--- src/rtl/sap_pkg.sv ---
// Shared definitions for the SAP-1.5 control path: opcodes, T-state
// encodings and bit positions inside the microsequencer control word.
package sap_pkg;

  localparam int OPCODE_W = 4;
  localparam int STEP_W   = 3;

  typedef enum logic [STEP_W-1:0] {
    T0 = 3'd0,
    T1 = 3'd1,
    T2 = 3'd2,
    T3 = 3'd3,
    T4 = 3'd4
  } step_e;

  localparam logic [OPCODE_W-1:0] OP_NOP = 4'h0;
  localparam logic [OPCODE_W-1:0] OP_LDA = 4'h1;
  localparam logic [OPCODE_W-1:0] OP_LDB = 4'h2;
  localparam logic [OPCODE_W-1:0] OP_ADD = 4'h3;
  localparam logic [OPCODE_W-1:0] OP_SUB = 4'h4;
  localparam logic [OPCODE_W-1:0] OP_STA = 4'h5;
  localparam logic [OPCODE_W-1:0] OP_LDI = 4'h6;
  localparam logic [OPCODE_W-1:0] OP_JMP = 4'h7;
  localparam logic [OPCODE_W-1:0] OP_JC  = 4'h8;
  localparam logic [OPCODE_W-1:0] OP_JZ  = 4'h9;
  localparam logic [OPCODE_W-1:0] OP_OUT = 4'hE;
  localparam logic [OPCODE_W-1:0] OP_HLT = 4'hF;

  localparam int CW_ENABLE_PC   = 0;
  localparam int CW_ENABLE_IR   = 1;
  localparam int CW_ENABLE_A    = 2;
  localparam int CW_ENABLE_ALU  = 3;
  localparam int CW_OE_RAM      = 4;
  localparam int CW_LOAD_MAR    = 5;
  localparam int CW_LOAD_IR     = 6;
  localparam int CW_LOAD_A      = 7;
  localparam int CW_LOAD_B      = 8;
  localparam int CW_LOAD_OUT    = 9;
  localparam int CW_LOAD_PC     = 10;
  localparam int CW_INC_PC      = 11;
  localparam int CW_WE_RAM      = 12;
  localparam int CW_SUBTRACT    = 13;
  localparam int CW_FLAG_ENABLE = 14;
  localparam int CW_W           = 15;

  function automatic logic [CW_W-1:0] cw(input int idx);
    return (CW_W)'(1) << idx;
  endfunction

endpackage

--- src/rtl/instr_decode.sv ---
// Combinational microcode: (step, opcode, flags) -> control word, plus
// whether this step ends the instruction or enters HALT.
module instr_decode
  import sap_pkg::*;
(
  input  logic [STEP_W-1:0]   step,
  input  logic [OPCODE_W-1:0] opcode,
  input  logic                flag_zero,
  input  logic                flag_carry,
  output logic [CW_W-1:0]     ctrl,
  output logic                last_step,
  output logic                halt_req
);

  // NOTE: every output gets a default first so no path through the case infers a latch.
  always_comb begin
    ctrl      = '0;
    last_step = 1'b0;
    halt_req  = 1'b0;
    case (step)
      T0: ctrl = cw(CW_ENABLE_PC) | cw(CW_LOAD_MAR);
      T1: ctrl = cw(CW_OE_RAM) | cw(CW_LOAD_IR) | cw(CW_INC_PC);
      T2: begin
        case (opcode)
          OP_LDA, OP_LDB, OP_ADD, OP_SUB, OP_STA:
            ctrl = cw(CW_ENABLE_IR) | cw(CW_LOAD_MAR);
          OP_LDI: begin
            ctrl      = cw(CW_ENABLE_IR) | cw(CW_LOAD_A);
            last_step = 1'b1;
          end
          OP_JMP: begin
            ctrl      = cw(CW_ENABLE_IR) | cw(CW_LOAD_PC);
            last_step = 1'b1;
          end
          OP_JC: begin
            if (flag_carry) ctrl = cw(CW_ENABLE_IR) | cw(CW_LOAD_PC);
            last_step = 1'b1;
          end
          OP_JZ: begin
            if (flag_zero) ctrl = cw(CW_ENABLE_IR) | cw(CW_LOAD_PC);
            last_step = 1'b1;
          end
          OP_OUT: begin
            ctrl      = cw(CW_ENABLE_A) | cw(CW_LOAD_OUT);
            last_step = 1'b1;
          end
          OP_HLT:  halt_req  = 1'b1;
          default: last_step = 1'b1;  // NOP and the undefined A-D
        endcase
      end
      T3: begin
        case (opcode)
          OP_LDA: begin
            ctrl      = cw(CW_OE_RAM) | cw(CW_LOAD_A);
            last_step = 1'b1;
          end
          OP_LDB: begin
            ctrl      = cw(CW_OE_RAM) | cw(CW_LOAD_B);
            last_step = 1'b1;
          end
          OP_ADD, OP_SUB: ctrl = cw(CW_OE_RAM) | cw(CW_LOAD_B);
          OP_STA: begin
            ctrl      = cw(CW_ENABLE_A) | cw(CW_WE_RAM);
            last_step = 1'b1;
          end
          default: last_step = 1'b1;
        endcase
      end
      T4: begin
        // Only ADD/SUB reach T4; this is the sole step that updates flags.
        ctrl = cw(CW_ENABLE_ALU) | cw(CW_LOAD_A) | cw(CW_FLAG_ENABLE);
        if (opcode == OP_SUB) ctrl = ctrl | cw(CW_SUBTRACT);
        last_step = 1'b1;
      end
      default: last_step = 1'b1;
    endcase
  end

endmodule

--- src/rtl/microsequencer.sv ---
// SAP-1.5 control unit: T-state counter and halt bit, with the control
// word decoded combinationally and masked while in reset or HALT.
module microsequencer #(
  parameter int OPCODE_W = 4,
  parameter int STEP_W   = 3
) (
  input  logic                clk,
  input  logic                reset,
  input  logic [OPCODE_W-1:0] opcode,
  input  logic                flag_zero,
  input  logic                flag_carry,
  output logic                enable_pc,
  output logic                enable_ir,
  output logic                enable_a,
  output logic                enable_alu,
  output logic                oe_ram,
  output logic                load_mar,
  output logic                load_ir,
  output logic                load_a,
  output logic                load_b,
  output logic                load_out,
  output logic                load_pc,
  output logic                inc_pc,
  output logic                we_ram,
  output logic                subtract,
  output logic                flag_enable,
  output logic                halted,
  output logic [STEP_W-1:0]   t_state
);
  import sap_pkg::CW_W, sap_pkg::T0, sap_pkg::cw;
  import sap_pkg::CW_ENABLE_PC, sap_pkg::CW_ENABLE_IR, sap_pkg::CW_ENABLE_A;
  import sap_pkg::CW_ENABLE_ALU, sap_pkg::CW_OE_RAM, sap_pkg::CW_LOAD_MAR;
  import sap_pkg::CW_LOAD_IR, sap_pkg::CW_LOAD_A, sap_pkg::CW_LOAD_B;
  import sap_pkg::CW_LOAD_OUT, sap_pkg::CW_LOAD_PC, sap_pkg::CW_INC_PC;
  import sap_pkg::CW_WE_RAM, sap_pkg::CW_SUBTRACT, sap_pkg::CW_FLAG_ENABLE;

  logic [STEP_W-1:0] step_q, step_d;
  logic              halted_q, halted_d;
  logic [CW_W-1:0]   ctrl_raw, ctrl;
  logic              last_step, halt_req;

  instr_decode u_decode (
    .step       (step_q),
    .opcode     (opcode),
    .flag_zero  (flag_zero),
    .flag_carry (flag_carry),
    .ctrl       (ctrl_raw),
    .last_step  (last_step),
    .halt_req   (halt_req)
  );

  always_comb begin
    step_d   = step_q;
    halted_d = halted_q;
    if (!halted_q) begin
      if (halt_req)       halted_d = 1'b1;  // step stays at T2 while halted
      else if (last_step) step_d   = T0;
      else                step_d   = step_q + (STEP_W)'(1);
    end
  end

  // NOTE: sequential state uses non-blocking assignments so every flop samples pre-edge values.
  always_ff @(posedge clk or posedge reset) begin
    if (reset) begin
      step_q   <= T0;
      halted_q <= 1'b0;
    end else begin
      step_q   <= step_d;
      halted_q <= halted_d;
    end
  end

  // Masking with the raw reset input drops strobes without waiting for an edge.
  assign ctrl = (reset || halted_q) ? '0 : ctrl_raw;

  assign enable_pc   = ctrl[CW_ENABLE_PC];
  assign enable_ir   = ctrl[CW_ENABLE_IR];
  assign enable_a    = ctrl[CW_ENABLE_A];
  assign enable_alu  = ctrl[CW_ENABLE_ALU];
  assign oe_ram      = ctrl[CW_OE_RAM];
  assign load_mar    = ctrl[CW_LOAD_MAR];
  assign load_ir     = ctrl[CW_LOAD_IR];
  assign load_a      = ctrl[CW_LOAD_A];
  assign load_b      = ctrl[CW_LOAD_B];
  assign load_out    = ctrl[CW_LOAD_OUT];
  assign load_pc     = ctrl[CW_LOAD_PC];
  assign inc_pc      = ctrl[CW_INC_PC];
  assign we_ram      = ctrl[CW_WE_RAM];
  assign subtract    = ctrl[CW_SUBTRACT];
  assign flag_enable = ctrl[CW_FLAG_ENABLE];
  assign halted      = halted_q;
  assign t_state     = step_q;

endmodule

--- config.mk ---
export PLATFORM = sky130hd
export DESIGN_NAME = microsequencer
export DESIGN_NICKNAME = d
export VERILOG_FILES = /design/src/rtl/sap_pkg.sv /design/src/rtl/instr_decode.sv /design/src/rtl/microsequencer.sv
export SDC_FILE = /design/constraint.sdc
export NUM_CORES = 1
export LEC_CHECK = 0
export ABC_AREA = 1
export ABC_CLOCK_PERIOD_IN_PS = 1400
export CORE_UTILIZATION = 25
export CTS_CLUSTER_DIAMETER = 30
export DETAILED_ROUTE_END_ITERATION = 6
export HOLD_SLACK_MARGIN = 0.1
export SKIP_LAST_GASP = 1
export SLEW_MARGIN = 20
export SYNTH_ARGS = -nofsm -noshare
export SYNTH_HDL_FRONTEND = slang
export SYNTH_HIERARCHICAL = 1
export SYNTH_SLANG_ARGS = --single-unit
export TNS_END_PERCENT = 1
--- constraint.sdc ---
create_clock -name clk -period 1.4 [get_ports clk]
set_input_delay 0.28 -clock clk [delete_from_list [all_inputs] [get_ports clk]]
set_output_delay 0.28 -clock clk [all_outputs]
set_load 0.01 [all_outputs]
==> results.cfg, run 1 <==
[status]
result_of_the_run = finished with violations
violations = setup timing

[cts]
ctsHtreeMaxLevel = 1
cts.sinks = 4
tritoncts.num_buffers = 3
clock_insertion_delay_worst_skew_ns = 0.24
tritoncts = built
cts.clk_slew.worst_paths_ns = 0.04
cts-root-to-sink-buffers = 2
ctsHoldBuffers = 0
root_buffer = sky130_fd_sc_hd__clkbuf_4

[drt]
dr.pass1.iters = 4
drt_drc_violations_left = 0
initialDrtViolationCount = 10
drt.antenna.violating_nets = 0
drt-total-wl_um = 1720
num_vias = 815
vias_per_cell = 4.00
detail_route.wl_per_cell_um = 8.44

[timing]
rsz0062_at_grt = true
holdWs_ns = 0.334
worst_slack_ns = -0.321
setup_tns_ns = -4.81
setup_viol = 21
worst_slew_pin_slew_ns = 0.276
post-route-period-util = 1.23
relative_slew_slack = 0.816
drv_slew = 0
hold_violations = 0
period_minus_slack_ns = 1.72
final.setup_skew_ns = 0.00934
fmax_ghz = 0.581

[critical_path]
critical_path_required_ns = 1.12
end_kind = output pin
critPathMaxFanout = 4
r2r.worst_path.cells = 9
startpoint_type = flip-flop
reg2reg_setup_slack_ns = -0.06
regToRegEndpoint = t_state[2]
worst_path_arrival_ns = 1.44
path_class = flip-flop to output pin
worst_r2r_startpoint = t_state[2]

[layout]
layout.cell_area.non_filler_mm2 = 0.00111
antenna_cells = 0
synthToLayoutAreaGrowth_pct = 66.2
fin_nets = 184
post_route_cells_drive_above_1_share = 0.397

[global_route]
grt_max_degree = 16
global_route_wire_length_before_repair_um = 3050
grt-ovfl-total = 0
grt_pass1_vias = 769
antenna_violations_before_repair = 0
grt_usage = 0.145

[power]
ir_worst_vdd_mv = 0.326
total_power_mw = 0.355
p_per_cell_area_mw_per_mm2 = 319
power_leakage_nw = 0.613

[job]
max_cap_violations = 0

[worst_hold_path]
hold_path_class = input pin to async pin

[logic_synthesis]
syn-mean-instance-area_um2 = 5.32
yosys.area_share.simple = 0.571
yosysWarnings = 6
synthAdderAreaFrac = 0.0187
muxShareOfSynthArea = 0
synth.net_count = 135
synth-compound-area-share = 0.0205
post_synth_num_cell_types = 17
ys_seq_area_frac = 0.149
yosys_register_bits = 4
syn-instance-count = 126
syn-cell-area_um2 = 671
synth_top_family_by_area = simple AND/OR/NAND/NOR gates
synth-xor-area-share = 0

[die]
start_util = 0.268
design.die.area_mm2 = 0.00289
pin_count = 27
die_width_um = 53.8
row_count = 18
die-height_um = 53.8
floorplan.core_area_mm2 = 0.00250

[place]
place.detailed.hpwl_um = 1380
placed_cell_area_mm2 = 0.00108
buffer_ports.inserted = 26
gp_routability_congestion = 0.860
## worst max-delay path by stage
stage	end	slack (ns)	cells after the start	start
2_1_floorplan	enable_ir	0.004	7	t_state[2]
3_3_place_gp	load_mar	-0.97	11	opcode[0]
3_5_place_dp	load_mar	-0.96	11	opcode[0]
4_1_cts	oe_ram	-0.33	9	t_state[0]
5_1_grt	load_a	-0.44	8	t_state[1]
6_report	enable_alu	-0.32	7	t_state[0]
## sequential cells by signal, indices dropped and copies added (netlist names)
register / cells
halted: 1
t_state: 3
## layout by cell type (no fill, tap or decap), types with 2 or more instances in the layout
cell type                         instances
sky130_fd_sc_hd__buf_2                   10
sky130_fd_sc_hd__buf_4                   18
sky130_fd_sc_hd__buf_6                    3
sky130_fd_sc_hd__clkbuf_4                 3
sky130_fd_sc_hd__clkdlybuf4s50_1          7
sky130_fd_sc_hd__dfrtp_2                  3
sky130_fd_sc_hd__dlygate4sd2_1            7
sky130_fd_sc_hd__inv_1                   28
sky130_fd_sc_hd__inv_2                    7
sky130_fd_sc_hd__nand2_1                 32
sky130_fd_sc_hd__nand2_2                  4
sky130_fd_sc_hd__nand2_4                  2
sky130_fd_sc_hd__nand3_1                  6
sky130_fd_sc_hd__nand4_1                  2
sky130_fd_sc_hd__nor2_1                  16
sky130_fd_sc_hd__nor2_2                  13
sky130_fd_sc_hd__nor2_4                   3
## through the flow
step	std cells	worst slack, ns	utilization
after detailed placement	198	-0.961	0.434
after global routing	204	-0.441	0.446
final	204	-0.321	0.446
after global placement	198	-0.966	0.434
after floorplan	126	0.00355	-
after CTS	203	-0.325	0.444
## synth_stat cells (all sizes together)
master,number,area [µm²]
dfrtp,4,100
ha,1,12.5
nor2,32,160
o211ai,1,7.51
nand2,38,165
nand3,7,35.0
buf,3,30.0
nand4,2,12.5
o22ai,1,6.26
nor3,2,10.0
inv,35,131
## area by class of cell
cell class / instances / area (µm²)
clock buffers: 4 / 26.3
repair buffers: 47 / 372
inverters: 35 / 131
flip-flops and latches: 4 / 104
multi-input cells: 84 / 444
well taps: 30 / 37.5
fillers: 266 / 1390
## power by group
| part | leakage [nW] | total, mW | switching, mW | internal [mW] |
|---|---|---|---|---|
| Clock | 0.0150 | 0.163 | 0.0558 | 0.107 |
| Combinational | 0.553 | 0.0758 | 0.0387 | 0.0370 |
| Sequential | 0.0457 | 0.116 | 0 | 0.116 |
## what timing repair did
item	4_1_cts	5_1_grt
setup endpoints to repair	22	23
setup buffers	1	1
pin swaps	6	6
gates resized for setup	64	3
cloned	0	0
## cell families (layout without fill, tap and decap cells)
kind of cell / after synthesis / after routing
compound gates: 2 / 2
fa+ha+maj: 1 / 1
buf+inv: 38 / 86
flops: 4 / 4
simple gates: 81 / 81
## per-layer routing
metal	GRT usage	up-vias	wire length, µm
li1	-	459	-
met1	0.166	333	716
met2	0.265	23	942
met3	0.0169	0	62
met4	0.0614	0	0
met5	0	-	0
## worst max-delay path, cell delays in order, from the launching register on
cell and delay, ns:
sky130_fd_sc_hd__dfrtp_2 0.42, sky130_fd_sc_hd__buf_4 0.15, sky130_fd_sc_hd__nor2_4 0.10, sky130_fd_sc_hd__nand2_2 0.08
sky130_fd_sc_hd__inv_1 0.07, sky130_fd_sc_hd__inv_1 0.04, sky130_fd_sc_hd__nor2_2 0.08, sky130_fd_sc_hd__dlygate4sd2_1 0.26
Note: power is estimated with default switching activity, not from simulation.
==> run 2: changes to the inputs <==
Settings changed: CELL_PAD_IN_SITES_DETAIL_PLACEMENT from default to 1, CELL_PAD_IN_SITES_GLOBAL_PLACEMENT from default to 1, CORE_MARGIN from default to 2, PLACE_DENSITY_LB_ADDON from default to 0.1.
==> run 2 against run 1 <==
  * The run still ends with setup timing left
  * Clock-buffer cell count unchanged
  * Sequential cell count unchanged
  * Power increased by 5.5%
  * Combinational power rose by 16%
  * Wire length up 20%
  * Critical endpoint is now load_a
  * Non-clock buffer count increased by 2
  * Maximum frequency fell by 0.94%
  * Sequential share of layout area decreased by 0.19 points
  * Clock power is 5% higher
  * Highest routed layer unchanged
  * Die area up 7.6%
  * Cell area increased by 2.1%
==> results.cfg, run 2 (same netlist as run 1, synthesis figures left out) <==
[cts]
cts-root-to-sink-buffers = 2
tritoncts = built
cts.clk_slew.worst_paths_ns = 0.05
root_buffer = sky130_fd_sc_hd__clkbuf_4
cts.sinks = 4
clock_insertion_delay_worst_skew_ns = 0.25
ctsHtreeMaxLevel = 1
ctsHoldBuffers = 0
tritoncts.num_buffers = 3

[status]
violations = setup timing
result_of_the_run = finished with violations

[critical_path]
startpoint_type = flip-flop
timing.critical_path.slowest_cell_delay_ns = 0.43
worst_path_arrival_ns = 1.46
r2r.worst_path.cells = 9
crit_path_frequent_cell = sky130_fd_sc_hd__nor2_2
worst_r2r_startpoint = t_state[1]
reg2reg_setup_slack_ns = -0.09
worst_setup_path_startpoint = t_state[2]
path_class = flip-flop to output pin
end_kind = output pin
critical_path.slowest_cell = sky130_fd_sc_hd__dfrtp_2
critical_path_required_ns = 1.12
critical_path.cell_chain = nor2_2 -> buf_6 -> nand4_1 -> o211ai_1 -> inv_1 -> nor2_2 -> buf_2
critPathMaxFanout = 4
regToRegEndpoint = t_state[2]

[layout]
final_cell_count_no_fill = 206
most-common-layout-cells = 32 x sky130_fd_sc_hd__nand2_1, 28 x sky130_fd_sc_hd__inv_1, 22 x sky130_fd_sc_hd__buf_4, 15 x sky130_fd_sc_hd__nor2_1, 15 x sky130_fd_sc_hd__nor2_2
largest_register_ff_count = 3
leading_cell_type_in_the_layout_fill_and_taps_excluded = sky130_fd_sc_hd__nand2_1
ff_latch_area_um2 = 104
fin_nets = 186
multi_input_area_um2 = 437
filler_cell_count = 368
synthToLayoutAreaGrowth_pct = 69.8
antenna_cells = 0
post_route_cells_drive_above_1_share = 0.403

[drt]
detail_route.wl_per_cell_um = 10.0
drt_drc_violations_left = 0
initialDrtViolationCount = 4
num_vias = 846
vias_per_cell = 4.11
drt.antenna.violating_nets = 0
dr.pass1.iters = 4
drt-total-wl_um = 2060

[die]
die_width_um = 55.8
floorplan.core_area_mm2 = 0.00250
die-height_um = 55.8
pin_count = 27
start_util = 0.268
design.die.area_mm2 = 0.00311
row_count = 18

[place]
buffer_ports.inserted = 26
place.detailed.hpwl_um = 1730
gp_routability_congestion = 0.854
placedCellCount = 200

[timing]
final.setup_skew_ns = 0.00814
rsz0062_at_grt = true
hold_violations = 0
setup_viol = 21
period_minus_slack_ns = 1.74
fmax_ghz = 0.576
worst_slack_ns = -0.337
relative_slew_slack = 0.832
drv_slew = 0
post-route-period-util = 1.24
worst_slew_pin_slew_ns = 0.251

[global_route]
grt_usage = 0.141
grt_max_degree = 16
global_route_wire_length_before_repair_um = 3480
grt-ovfl-total = 0
grt_pass1_vias = 817
antenna_violations_before_repair = 0

[power]
total_power_mw = 0.375
power_leakage_nw = 0.623
internal_power_mw = 0.269
total_switching_power_mw = 0.105
share_comb_of_total_power = 0.235
ir_worst_vdd_mv = 0.227
flop_pwr_share = 0.309
p_per_cell_area_mw_per_mm2 = 329
clockPowerShare = 0.456
switching_share = 0.281

[job]
max_cap_violations = 0

[worst_hold_path]
hold_path_class = input pin to async pin
run 2: cell count changes in the layout (fill, tap and decap cells not counted), sizes merged:
cell,before,now
buf,31,28
clkbuf,4,5
clkdlybuf4s15,2,5
dlygate4sd2,7,8
run 2: power by group through the flow:
stage,clock [mW],sequential (mW),combinational [mW]
after floorplan,0,0.118,0.0298
after global placement,0,0.118,0.0835
after detailed placement,0,0.118,0.0872
after CTS,0.180,0.116,0.0891
after global routing,0.195,0.116,0.0972
final,0.171,0.116,0.0880
run 2: worst max-delay path, delay by kind of cell (launching register included):
kind | cells | cell delay [ns]
compound gates | 1 | 0.11
buf+inv | 3 | 0.32
flops | 1 | 0.43
simple gates | 3 | 0.34
run 2: area by class of cell:
| class | instances | share of cell area |
|---|---|---|
| multi-input combinational | 84 | 0.384 |
| timing repair buffer | 49 | 0.354 |
| inverter | 35 | 0.115 |
| sequential | 4 | 0.0912 |
| tap | 30 | 0.0330 |
| clock buffer | 4 | 0.0231 |
run 2: layer usage:
layer	global-route usage	part of all wire	up-vias
li1	-	-	461
met2	0.238	0.50	20
met5	0	0	-
met1	0.168	0.46	365
met3	0.0209	0.036	0
met4	0.0836	0	0
run 2: metrics by stage:
stage | hold slack, ns | TNS, ns | setup WS (ns) | util | area (µm²)
finish | 0.331 | -5.15 | -0.337 | 0.455 | 1140
global route | 0.346 | -7.38 | -0.452 | 0.455 | 1140
CTS | 0.324 | -5.62 | -0.348 | 0.454 | 1130
detailed placement | 0.598 | -13.39 | -0.984 | 0.440 | 1100
global placement | 0.587 | -12.23 | -0.936 | 0.440 | 1100
floorplan | 0.0406 | 0 | 0.00355 | - | 674
run 2: worst max-delay path by stage:
stage	to	slack (ns)	cells past startpoint
6_report	load_a	-0.34	7
5_1_grt	load_a	-0.45	8
4_1_cts	load_a	-0.35	8
3_5_place_dp	load_a	-0.98	8
3_3_place_gp	load_a	-0.94	8
2_1_floorplan	enable_ir	0.004	7
run 2: repair_timing:
action | CTS | global route
buffers inserted | 2 | 0
endpoints found under the setup margin | 23 | 23
resized for setup | 53 | 5
pin swaps | 7 | 4
